[src/rtl/led_spin_if.sv]
// Button inputs and LED outputs of the LED spin sequencer.
// The board or bench side is the master and the sequencer is the slave.
interface led_spin_if;
  logic btn_mode;
  logic btn_speed;
  logic D1;
  logic D2;
  logic D3;
  logic D4;
  logic D5;

  modport master (
    output btn_mode,
    output btn_speed,
    input  D1,
    input  D2,
    input  D3,
    input  D4,
    input  D5
  );

  modport slave (
    input  btn_mode,
    input  btn_speed,
    output D1,
    output D2,
    output D3,
    output D4,
    output D5
  );
endinterface

[src/rtl/led_spin_sequencer.sv]
// Four-LED spin pattern generator with debounced mode/speed buttons and an optional
// D5 heartbeat, which is built only when LED_SPIN_HEARTBEAT_EN is defined.
module led_spin_sequencer #(
  parameter int unsigned STEP_DIV        = 12000000,
  parameter int unsigned DEBOUNCE_CYCLES = 120000,
  parameter int unsigned HB_DIV          = 12500000
) (
  input logic       clk,
  input logic       rst,
  led_spin_if.slave io
);

  localparam int unsigned DivW = $clog2(STEP_DIV);
  localparam int unsigned DbW  = $clog2(DEBOUNCE_CYCLES);
  localparam logic DirLeft  = 1'b0;
  localparam logic DirRight = 1'b1;

  typedef enum logic [2:0] {StCw, StCcw, StBounce, StBlink, StOff} mode_e;

  // Bit 0 is the mode button and bit 1 is the speed button.
  logic [1:0]           btn_raw;
  logic [1:0]           sync1_q, sync2_q;
  logic [1:0]           db_q, db_d;
  logic [1:0]           ev_q, ev_d;
  logic [1:0][DbW-1:0]  db_cnt_q, db_cnt_d;

  mode_e                mode_q, mode_d;
  logic [3:0]           rot_q, rot_d;
  logic                 dir_q, dir_d;
  logic [1:0]           speed_q, speed_d;
  logic [DivW-1:0]      div_q, div_d;
  logic [31:0]          step_lim;
  logic                 tick;
  logic                 mode_ev, speed_ev;

  assign btn_raw = {io.btn_speed, io.btn_mode};

  // Debouncer: accept the synced level only after it differs for DEBOUNCE_CYCLES cycles.
  always_comb begin
    db_d     = db_q;
    ev_d     = '0;
    db_cnt_d = '0;
    for (int i = 0; i < 2; i++) begin
      if (sync2_q[i] != db_q[i]) begin
        if (db_cnt_q[i] == DbW'(DEBOUNCE_CYCLES - 1)) begin
          db_d[i] = sync2_q[i];
          ev_d[i] = sync2_q[i];
        end else begin
          db_cnt_d[i] = db_cnt_q[i] + DbW'(1);
        end
      end
    end
  end

  assign mode_ev  = ev_q[0];
  assign speed_ev = ev_q[1];

  assign step_lim = (STEP_DIV >> speed_q) - 32'd1;
  assign tick     = ({{(32 - DivW){1'b0}}, div_q} == step_lim);

  always_comb begin
    mode_d  = mode_q;
    rot_d   = rot_q;
    dir_d   = dir_q;
    speed_d = speed_q;
    div_d   = tick ? '0 : div_q + DivW'(1);

    if (tick) begin
      unique case (mode_q)
        StCw:  rot_d = {rot_q[2:0], rot_q[3]};
        StCcw: rot_d = {rot_q[0], rot_q[3:1]};
        StBounce: begin
          if (dir_q == DirLeft) begin
            if (rot_q[3]) begin
              rot_d = 4'b0100;
              dir_d = DirRight;
            end else begin
              rot_d = {rot_q[2:0], 1'b0};
            end
          end else begin
            if (rot_q[0]) begin
              rot_d = 4'b0010;
              dir_d = DirLeft;
            end else begin
              rot_d = {1'b0, rot_q[3:1]};
            end
          end
        end
        StBlink: rot_d = ~rot_q;
        StOff:   rot_d = 4'b0000;
        default: rot_d = rot_q;
      endcase
    end

    if (speed_ev) begin
      speed_d = speed_q + 2'd1;
      div_d   = '0;
    end

    // A mode event overrides any step computed above for this cycle.
    if (mode_ev) begin
      unique case (mode_q)
        StCw:     mode_d = StCcw;
        StCcw:    mode_d = StBounce;
        StBounce: mode_d = StBlink;
        StBlink:  mode_d = StOff;
        StOff:    mode_d = StCw;
        default:  mode_d = StCw;
      endcase
      rot_d = (mode_d == StBlink || mode_d == StOff) ? 4'b0000 : 4'b0001;
      dir_d = DirLeft;
      div_d = '0;
    end
  end

  always_ff @(posedge clk) begin
    if (rst) begin
      sync1_q  <= '0;
      sync2_q  <= '0;
      db_q     <= '0;
      ev_q     <= '0;
      db_cnt_q <= '0;
      mode_q   <= StCw;
      rot_q    <= 4'b0001;
      dir_q    <= DirLeft;
      speed_q  <= '0;
      div_q    <= '0;
    end else begin
      sync1_q  <= btn_raw;
      sync2_q  <= sync1_q;
      db_q     <= db_d;
      ev_q     <= ev_d;
      db_cnt_q <= db_cnt_d;
      mode_q   <= mode_d;
      rot_q    <= rot_d;
      dir_q    <= dir_d;
      speed_q  <= speed_d;
      div_q    <= div_d;
    end
  end

  assign io.D1 = rot_q[0];
  assign io.D2 = rot_q[1];
  assign io.D3 = rot_q[2];
  assign io.D4 = rot_q[3];

`ifdef LED_SPIN_HEARTBEAT_EN
  localparam int unsigned HbW = $clog2(HB_DIV);

  logic [HbW-1:0] hb_cnt_q;
  logic           hb_q;

  always_ff @(posedge clk) begin
    if (rst) begin
      hb_cnt_q <= '0;
      hb_q     <= 1'b0;
    end else if (hb_cnt_q == HbW'(HB_DIV - 1)) begin
      hb_cnt_q <= '0;
      hb_q     <= ~hb_q;
    end else begin
      hb_cnt_q <= hb_cnt_q + HbW'(1);
    end
  end

  assign io.D5 = hb_q;
`else
  logic unused_hb_div;
  assign unused_hb_div = ^HB_DIV;
  assign io.D5 = 1'b0;
`endif

endmodule

[src/flat_wrapper.sv]
// flat-port wrapper written by rule: the top's interface ports become plain ports
module led_spin_sequencer_flat 
#(
  parameter int unsigned STEP_DIV        = 12000000,
  parameter int unsigned DEBOUNCE_CYCLES = 120000,
  parameter int unsigned HB_DIV          = 12500000
)
  (clk, rst, io_btn_mode, io_btn_speed, io_D1, io_D2, io_D3, io_D4, io_D5);
  led_spin_if io_i ();
  input logic clk;
  input logic rst;
  input wire logic [$bits(io_i.btn_mode)-1:0] io_btn_mode;
  input wire logic [$bits(io_i.btn_speed)-1:0] io_btn_speed;
  output wire logic [$bits(io_i.D1)-1:0] io_D1;
  output wire logic [$bits(io_i.D2)-1:0] io_D2;
  output wire logic [$bits(io_i.D3)-1:0] io_D3;
  output wire logic [$bits(io_i.D4)-1:0] io_D4;
  output wire logic [$bits(io_i.D5)-1:0] io_D5;
  assign io_i.btn_mode = io_btn_mode;
  assign io_i.btn_speed = io_btn_speed;
  assign io_D1 = io_i.D1;
  assign io_D2 = io_i.D2;
  assign io_D3 = io_i.D3;
  assign io_D4 = io_i.D4;
  assign io_D5 = io_i.D5;
  led_spin_sequencer #(.STEP_DIV(STEP_DIV), .DEBOUNCE_CYCLES(DEBOUNCE_CYCLES), .HB_DIV(HB_DIV)) u_core (.clk(clk), .rst(rst), .io(io_i));
endmodule
[config.mk]
export PLATFORM = sky130hd
export DESIGN_NAME = led_spin_sequencer_flat
export DESIGN_NICKNAME = d
export VERILOG_FILES = /design/src/rtl/led_spin_if.sv /design/src/rtl/led_spin_sequencer.sv /design/src/flat_wrapper.sv
export SDC_FILE = /design/constraint.sdc
export NUM_CORES = 1
export LEC_CHECK = 0
export BUFFER_PORTS_ARGS = -buffer_cell sky130_fd_sc_hd__buf_2
export CAP_MARGIN = 20
export CORE_MARGIN = 2
export CORE_UTILIZATION = 38
export CTS_CLUSTER_DIAMETER = 100
export CTS_CLUSTER_SIZE = 20
export DETAILED_ROUTE_END_ITERATION = 10
export HOLD_SLACK_MARGIN = 0.05
export SLEW_MARGIN = 20
export SYNTH_ARGS = -nofsm -noshare
export SYNTH_HDL_FRONTEND = slang
export SYNTH_SLANG_ARGS = --single-unit
[constraint.sdc]
create_clock -name clk -period 3.45 [get_ports clk]
set_input_delay 0.5175 -clock clk [delete_from_list [all_inputs] [get_ports clk]]
set_output_delay 0.5175 -clock clk [all_outputs]
set_load 0.02 [all_outputs]
==> impl_results.md, run 1 <==
- Status: complete, no violations
- Largest cells by area after synthesis: dfxtp_1 (41%), nor2_1 (8.0%), xnor2_1 (7.8%), xor2_1 (6.9%), ha_1 (3.7%)
- Critical path startpoint: u_core.speed_q[1]$_SDFFE_PP0P_
- Nature of the critical path startpoint: register
- TNS Setup: 0 ps
- Worst Max-Slew Pin Slew: ~600 ps
- Async SR Flop Fraction: 0%
- Layout Cells excl Fill: 574
- Minimum clock period after layout: between 2000 and 3000 ps
- Dominant register cell in the synthesized netlist: dfxtp_1
- EDFF count, synth: 0
- Vias in the first global route: around 2700
- Leakage: 1.38 nW
- R2R depth: 7
- CTS Hold Bufs: 0
- Worst endpoint required time: between 3000 and 4000 ps
- Multi-input gate area: about 0.0021 mm²
- Die ar.: ~0.011 mm²
- Unrepaired setup endpoints after global routing: no
- Sequential fraction of the synthesis area: between 40 and 50%
- Hold Crit Depth: 2
- Yosys top cell area share: about two fifths
- R2R Path End: u_core.div_q[16]$_SDFF_PP0_
- Initial antenna violation count: 0
- ANT cells: 0
- Peak VDD IR: ~0.00019 V
- Fin nets: ~450
- Hold_sp: io_btn_mode
- Vias per cell: between 5 and 6
- WS Path Type: reg2reg
- Final HPWL DP: approximately 5.1 mm
- Max FO, Critical Path: 24
- Initial Util: 38.6%
- Die width: around 100 µm
- Total power after layout: 0.00161 W
- Final hold vios: 0
- Placed Cells: around 560
- Die height: between 100 and 150 µm
- DRC viols: 0
- Clock skew: roughly 12 ps
- CTS sink cnt: between 70 and 80
- Most frequent cell after synthesis: nor2_1
- Final ANT Viol Nets: 0
- Syn_area_per_cell: ~8.6 µm²
- Site Rows: 36
- Final Max Tran Viols: 0
- Total number of H-tree levels: 3
- Period utilisation layout: roughly three quarters
- P&R area growth vs syn: 9.16%
- Slew margin rel.: ~60%
- Largest area contributor in the netlist: dfxtp_1
- Final setup vio count: 0
- Worst-skew pair later-pin latency: about 350 ps
- Port Buffer Count: 7
- Deepest clock path buffer count: 2
- Gpl congestion: approximately 0.87
- Synth Instances: between 400 and 500
- Filler cells: between 900 and 1000
- CTS tree: done
- # resized after CTS: 0
- R2R Path Start: u_core.speed_q[1]$_SDFFE_PP0P_
- Critical Path End: u_core.div_q[16]$_SDFF_PP0_
- Maximum clock frequency: between 300 and 400 MHz
- Routed WL per cell: 12.6 µm
- Initial DRC count: 94
- Setup Buffers After CTS: 0
- Clock-pin transition on the worst setup and hold timing paths: 80 ps
- Arr. time, crit path: around 2900 ps
- Core area: approximately 0.0096 mm²
- Final core area utilization: a little over two fifths
- Largest net degree at the start of global routing: 25
- # Max-Cap Violations: 0
- Total congestion overflow: 0
- Root Buffer: clkbuf_8
- First-pass GRT wire length: between 10 and 15 mm
- Power per cell area: ~400 mW/mm²
- Synth warn: 0
- Commonest cells post-synth: nor2_1 (79), dfxtp_1 (76), xnor2_1 (33)
- GRT Util Overall: 14.5%
- CP endpoint kind: register
- First drt pass iteration count: 5
- Register area: 0.00152 mm²
- Cell Area, Synth: 0.00370 mm²
- Flop-to-flop setup slack: ~830 ps
- Clock buffer count from CTS: 9
- Hold Path Class: in2reg
- Yosys cell types: 50
- Synthesis-stage register bit count: between 70 and 80
- Layout cell share with drive strength beyond 1: between 7 and 8%
- Number of top-level pins: 9
- Via count: about 3000
- Final wirelength: roughly 7.2 mm
- Synthesized net count: 446
[worst min-delay path by stage]
stage / slack, ps / endpoint
after global placement: 420 / u_core.sync2_q[1]$_SDFF_PP0_
after CTS: 380 / u_core.sync1_q[0]$_SDFF_PP0_
final: 390 / u_core.sync1_q[0]$_SDFF_PP0_
after global routing: 410 / u_core.sync1_q[0]$_SDFF_PP0_
after floorplan: 410 / u_core.db_cnt_q[0]$_SDFF_PP0_
after detailed placement: 430 / u_core.sync2_q[1]$_SDFF_PP0_
[registers in the layout (all words and copies together) (netlist names), 3 cells and up]
signal	flops
u_core.rot_q	4
u_core.div_q	24
u_core.mode_q	3
u_core.db_cnt_q	34
[area by class of cell]
cell class              count  area share, %
multi-input cells         331           51.3
inverters                  10          0.929
clock inverters             5           1.49
repair buffers              8           1.05
flip-flops and latches     76           37.6
well taps                 133           4.12
clock buffers              11           3.50
[where the power goes]
| group | total (W) | switching (W) | leakage (nW) | internal [W] |
|---|---|---|---|---|
| Sequential | 0.000886 | 0.00000411 | 0.614 | 0.000882 |
| Combinational | 0.0000270 | 0.0000183 | 0.664 | 0.00000869 |
| Clock | 0.000701 | 0.000344 | 0.0999 | 0.000357 |
[metal layers]
layer,vias up,track usage (%),wire length [µm]
met3,12,3.25,198
li1,1500,-,-
met2,41,24.5,3330
met1,1400,17.9,3540
met4,0,5.64,164
met5,-,0,0
[critical path: stages (launching register included)]
cell and delay [ps]:
dfxtp_1 540, ha_1 330, or3b_2 470, a222oi_1 330
nand4_1 270, o21ai_2 190, buf_4 280, nor2_1 100
[kinds of logic after synthesis]
| logic type | share of synthesized area, % |
|---|---|
| compound gates | 7.57 |
| fa+ha+maj | 3.72 |
| buf+inv | 2.94 |
| simple gates | 28.5 |
| other cells | 0.101 |
| mux | 1.39 |
| xor+xnor | 14.7 |
| flops | 41.1 |
[cells in the final DEF (no fill, tap or decap), types with 7 or more instances in the layout]
cell / synthesis / layout
ha_1: 11 / 11
inv_1: 10 / 10
nand3_1: 24 / 24
xnor2_1: 33 / 33
dfxtp_1: 76 / 76
nor3_1: 13 / 13
xor2_1: 29 / 29
buf_2: 0 / 7
nand4_1: 10 / 10
o21ai_0: 8 / 8
and4_1: 8 / 8
nor4_1: 11 / 11
and3_1: 9 / 9
nand2_1: 27 / 27
nor2_1: 79 / 79
a21oi_1: 11 / 11
clkbuf_8: 0 / 10
[metrics by stage]
| step | instance area (µm²) | worst slack, ps | hold WS (ps) |
|---|---|---|---|
| 2_1_floorplan | 3700 | 1200 | 413 |
| 3_3_place_gp | 3840 | 1060 | 423 |
| 3_5_place_dp | 3840 | 884 | 434 |
| 4_1_cts | 4040 | 866 | 383 |
| 5_1_grt | 4040 | 673 | 413 |
| 6_report | 4040 | 832 | 392 |
Power figures use the tool's default switching activity.
==> inputs of run 2 (changes only) <==
- clock period: 3.45 -> 2.3 ns (I/O delays scaled with it)
==> impl_results.md, run 2 (synthesis gave the netlist of run 1 again) <==
- Most Used Layer, Global Route: met2
- Total number of H-tree levels: 3 (unchanged)
- Power per cell area: 586 mW/mm² (+47%)
- Largest regs: u_core.db_cnt_q (34), u_core.div_q (24), u_core.rot_q (4)
- Max reg flops: 34 (unchanged)
- Die ar.: 0.0105 mm² (unchanged)
- Number of top-level pins: 9 (unchanged)
- Minimum clock period after layout: 2260 ps (-355 ps)
- Hold Crit Depth: 2 (unchanged)
- Core area: 0.00959 mm² (unchanged)
- Vias in the first global route: 2567 (-5.0%)
- Slew margin rel.: 57.1% (-2.7 points)
- Worst Hold Slack: 209 ps (-182 ps)
- WS Path Type: reg2reg
- Peak VDD IR: 0.000292 V (+57%)
- Initial Util: 38.6% (unchanged)
- First-pass GRT wire length: 12.0 mm (-0.85%)
- Largest net degree at the start of global routing: 25 (unchanged)
- CP endpoint kind: register
- R2R Path Start: u_core.speed_q[0]$_SDFFE_PP0P_
- Filler cells: 968 (-0.31%)
- Critical Path End: u_core.rot_q[3]$_SDFFE_PP0P_
- Clock-pin transition on the worst setup and hold timing paths: 90 ps (about the same)
- Final Max Tran Viols: 0 (unchanged)
- Clock skew: 10.3 ps (-1.72 ps)
- Port Buffer Count: 7 (unchanged)
- Final hold vios: 0 (unchanged)
- P&R area growth vs syn: 12.0%
- Clock buffer count from CTS: 9 (unchanged)
- First drt pass iteration count: 4 (-1)
- CTS sink cnt: 76 (unchanged)
- Root Buffer: clkbuf_8
- Final wirelength: 7.26 mm (+0.28%)
- Initial DRC count: 132 (+40%)
- Site Rows: 36 (unchanged)
- Final ANT Viol Nets: 0 (unchanged)
- Maximum clock frequency: 442 MHz (+16%)
- Max FO, Critical Path: 4 (-83%)
- TNS Setup: 0 ps (unchanged)
- Worst-skew pair later-pin latency: 350 ps (about the same)
- Setup ws final: 36.9 ps (-795 ps)
- Total congestion overflow: 0 (unchanged)
- M1 GR Usage: 19.0% (+1.1 points)
- Biggest register: u_core.db_cnt_q
- Worst Max-Slew Pin Slew: 639 ps (+40.4 ps)
- Routed WL per cell: 12.4 µm (-1.3%)
- Nature of the critical path startpoint: register
- CTS Hold Bufs: 0 (unchanged)
- Final HPWL DP: 5.14 mm (+1.6%)
- Most frequent cells in the layout: nor2_1 (79), dfxtp_1 (74), xnor2_1 (33)
- Layout cell share with drive strength beyond 1: 10.7% (+3.2 points)
- Final setup vio count: 0 (unchanged)
- Hold Path Class: in2reg
- Status: complete, no violations
- GRT Util Overall: 14.1% (-0.36 points)
- Via count: 2923 (-1.0%)
- # Max-Cap Violations: 0 (unchanged)
- Critical path startpoint: u_core.speed_q[0]$_SDFFE_PP0P_
- Fin nets: 460 (+2.0%)
- Hold_sp: io_btn_mode
- Unrepaired setup endpoints after global routing: yes
- Final core area utilization: 43.2% (+1.1 points)
- R2R Path End: u_core.rot_q[3]$_SDFFE_PP0P_
- Gpl congestion: 0.840 (-3.4%)
- ANT cells: 0 (unchanged)
- Worst endpoint required time: 2520 ps (-1160 ps)
- Leakage: 1.43 nW (+4.0%)
- Worst slack, placed: -39.6 ps (-924 ps)
- DRC viols: 0 (unchanged)
- Arr. time, crit path: 2480 ps (-370 ps)
- Most common cell after layout, fill and taps aside: nor2_1
- Flop-to-flop setup slack: 40 ps (-800 ps)
- Deepest clock path buffer count: 2 (unchanged)
- CTS tree: done
- Vias per cell: 5.01 (-2.5%)
- Register area: 0.00153 mm² (+0.33%)
- Die width: 103 µm (unchanged)
- GR Util met2: 22.5% (-2.0 points)
- Die height: 103 µm (unchanged)
- R2R depth: 8 (+1)
- Multi-input gate area: 0.00209 mm² (+0.91%)
- Period utilisation layout: 98.4% (+23 points)
- Met3 Use GR: 3.12% (-0.14 points)
- Initial antenna violation count: 0 (unchanged)
[run 2: metal layers]
metal  wire length, µm  up-vias
met5                 0        -
met4               113        0
met3               183       11
met2              3310       47
met1              3650     1355
li1                  -     1510
[run 2: area by class of cell]
cell class	instances	share of cell area [%]
multi-input cells	331	50.4
flip-flops and latches	76	36.8
well taps	133	4.01
clock buffers	9	2.99
repair buffers	17	2.96
clock inverters	7	1.93
inverters	10	0.905
[run 2: where the power goes]
| group | internal (W) | switching [W] | total (W) |
|---|---|---|---|
| combinational | 0.0000154 | 0.0000273 | 0.0000427 |
| clock | 0.000519 | 0.000541 | 0.00106 |
| sequential | 0.00132 | 0.00000584 | 0.00133 |
| total | 0.00186 | 0.000574 | 0.00243 |
[run 2: stage by stage]
stage | total power [W] | std cells | area, µm²
after floorplan | 0.00139 | 431 | 3700
after global placement | 0.00140 | 565 | 3910
after detailed placement | 0.00140 | 565 | 3910
after CTS | 0.00247 | 582 | 4120
after global routing | 0.00254 | 583 | 4150
final | 0.00243 | 583 | 4150
[run 2: critical path, cell delays in order (launching register included)]
cell,delay (ps)
dfxtp_2,350
inv_1,70
ha_1,170
or3b_2,440
a222oi_1,270
buf_4,190
nand4_1,170
nor4_1,390
a211oi_1,90
[run 2: how the worst min path moves through the flow]
stage,end,slack (ps)
after global placement,u_core.db_cnt_q[17]$_SDFF_PP0_,430
after floorplan,u_core.db_cnt_q[0]$_SDFF_PP0_,410
after detailed placement,u_core.db_cnt_q[17]$_SDFF_PP0_,430
after global routing,u_core.sync1_q[0]$_SDFF_PP0_,200
final,u_core.sync1_q[0]$_SDFF_PP0_,210
after CTS,u_core.sync1_q[0]$_SDFF_PP0_,200
[run 2: repair_timing]
item	in CTS	in global routing
pin swaps	1	4
gates cloned	0	0
hold endpoints to repair	0	0
endpoints found under the setup margin	27	28
gates resized for setup	2	5
buffers inserted	1	1
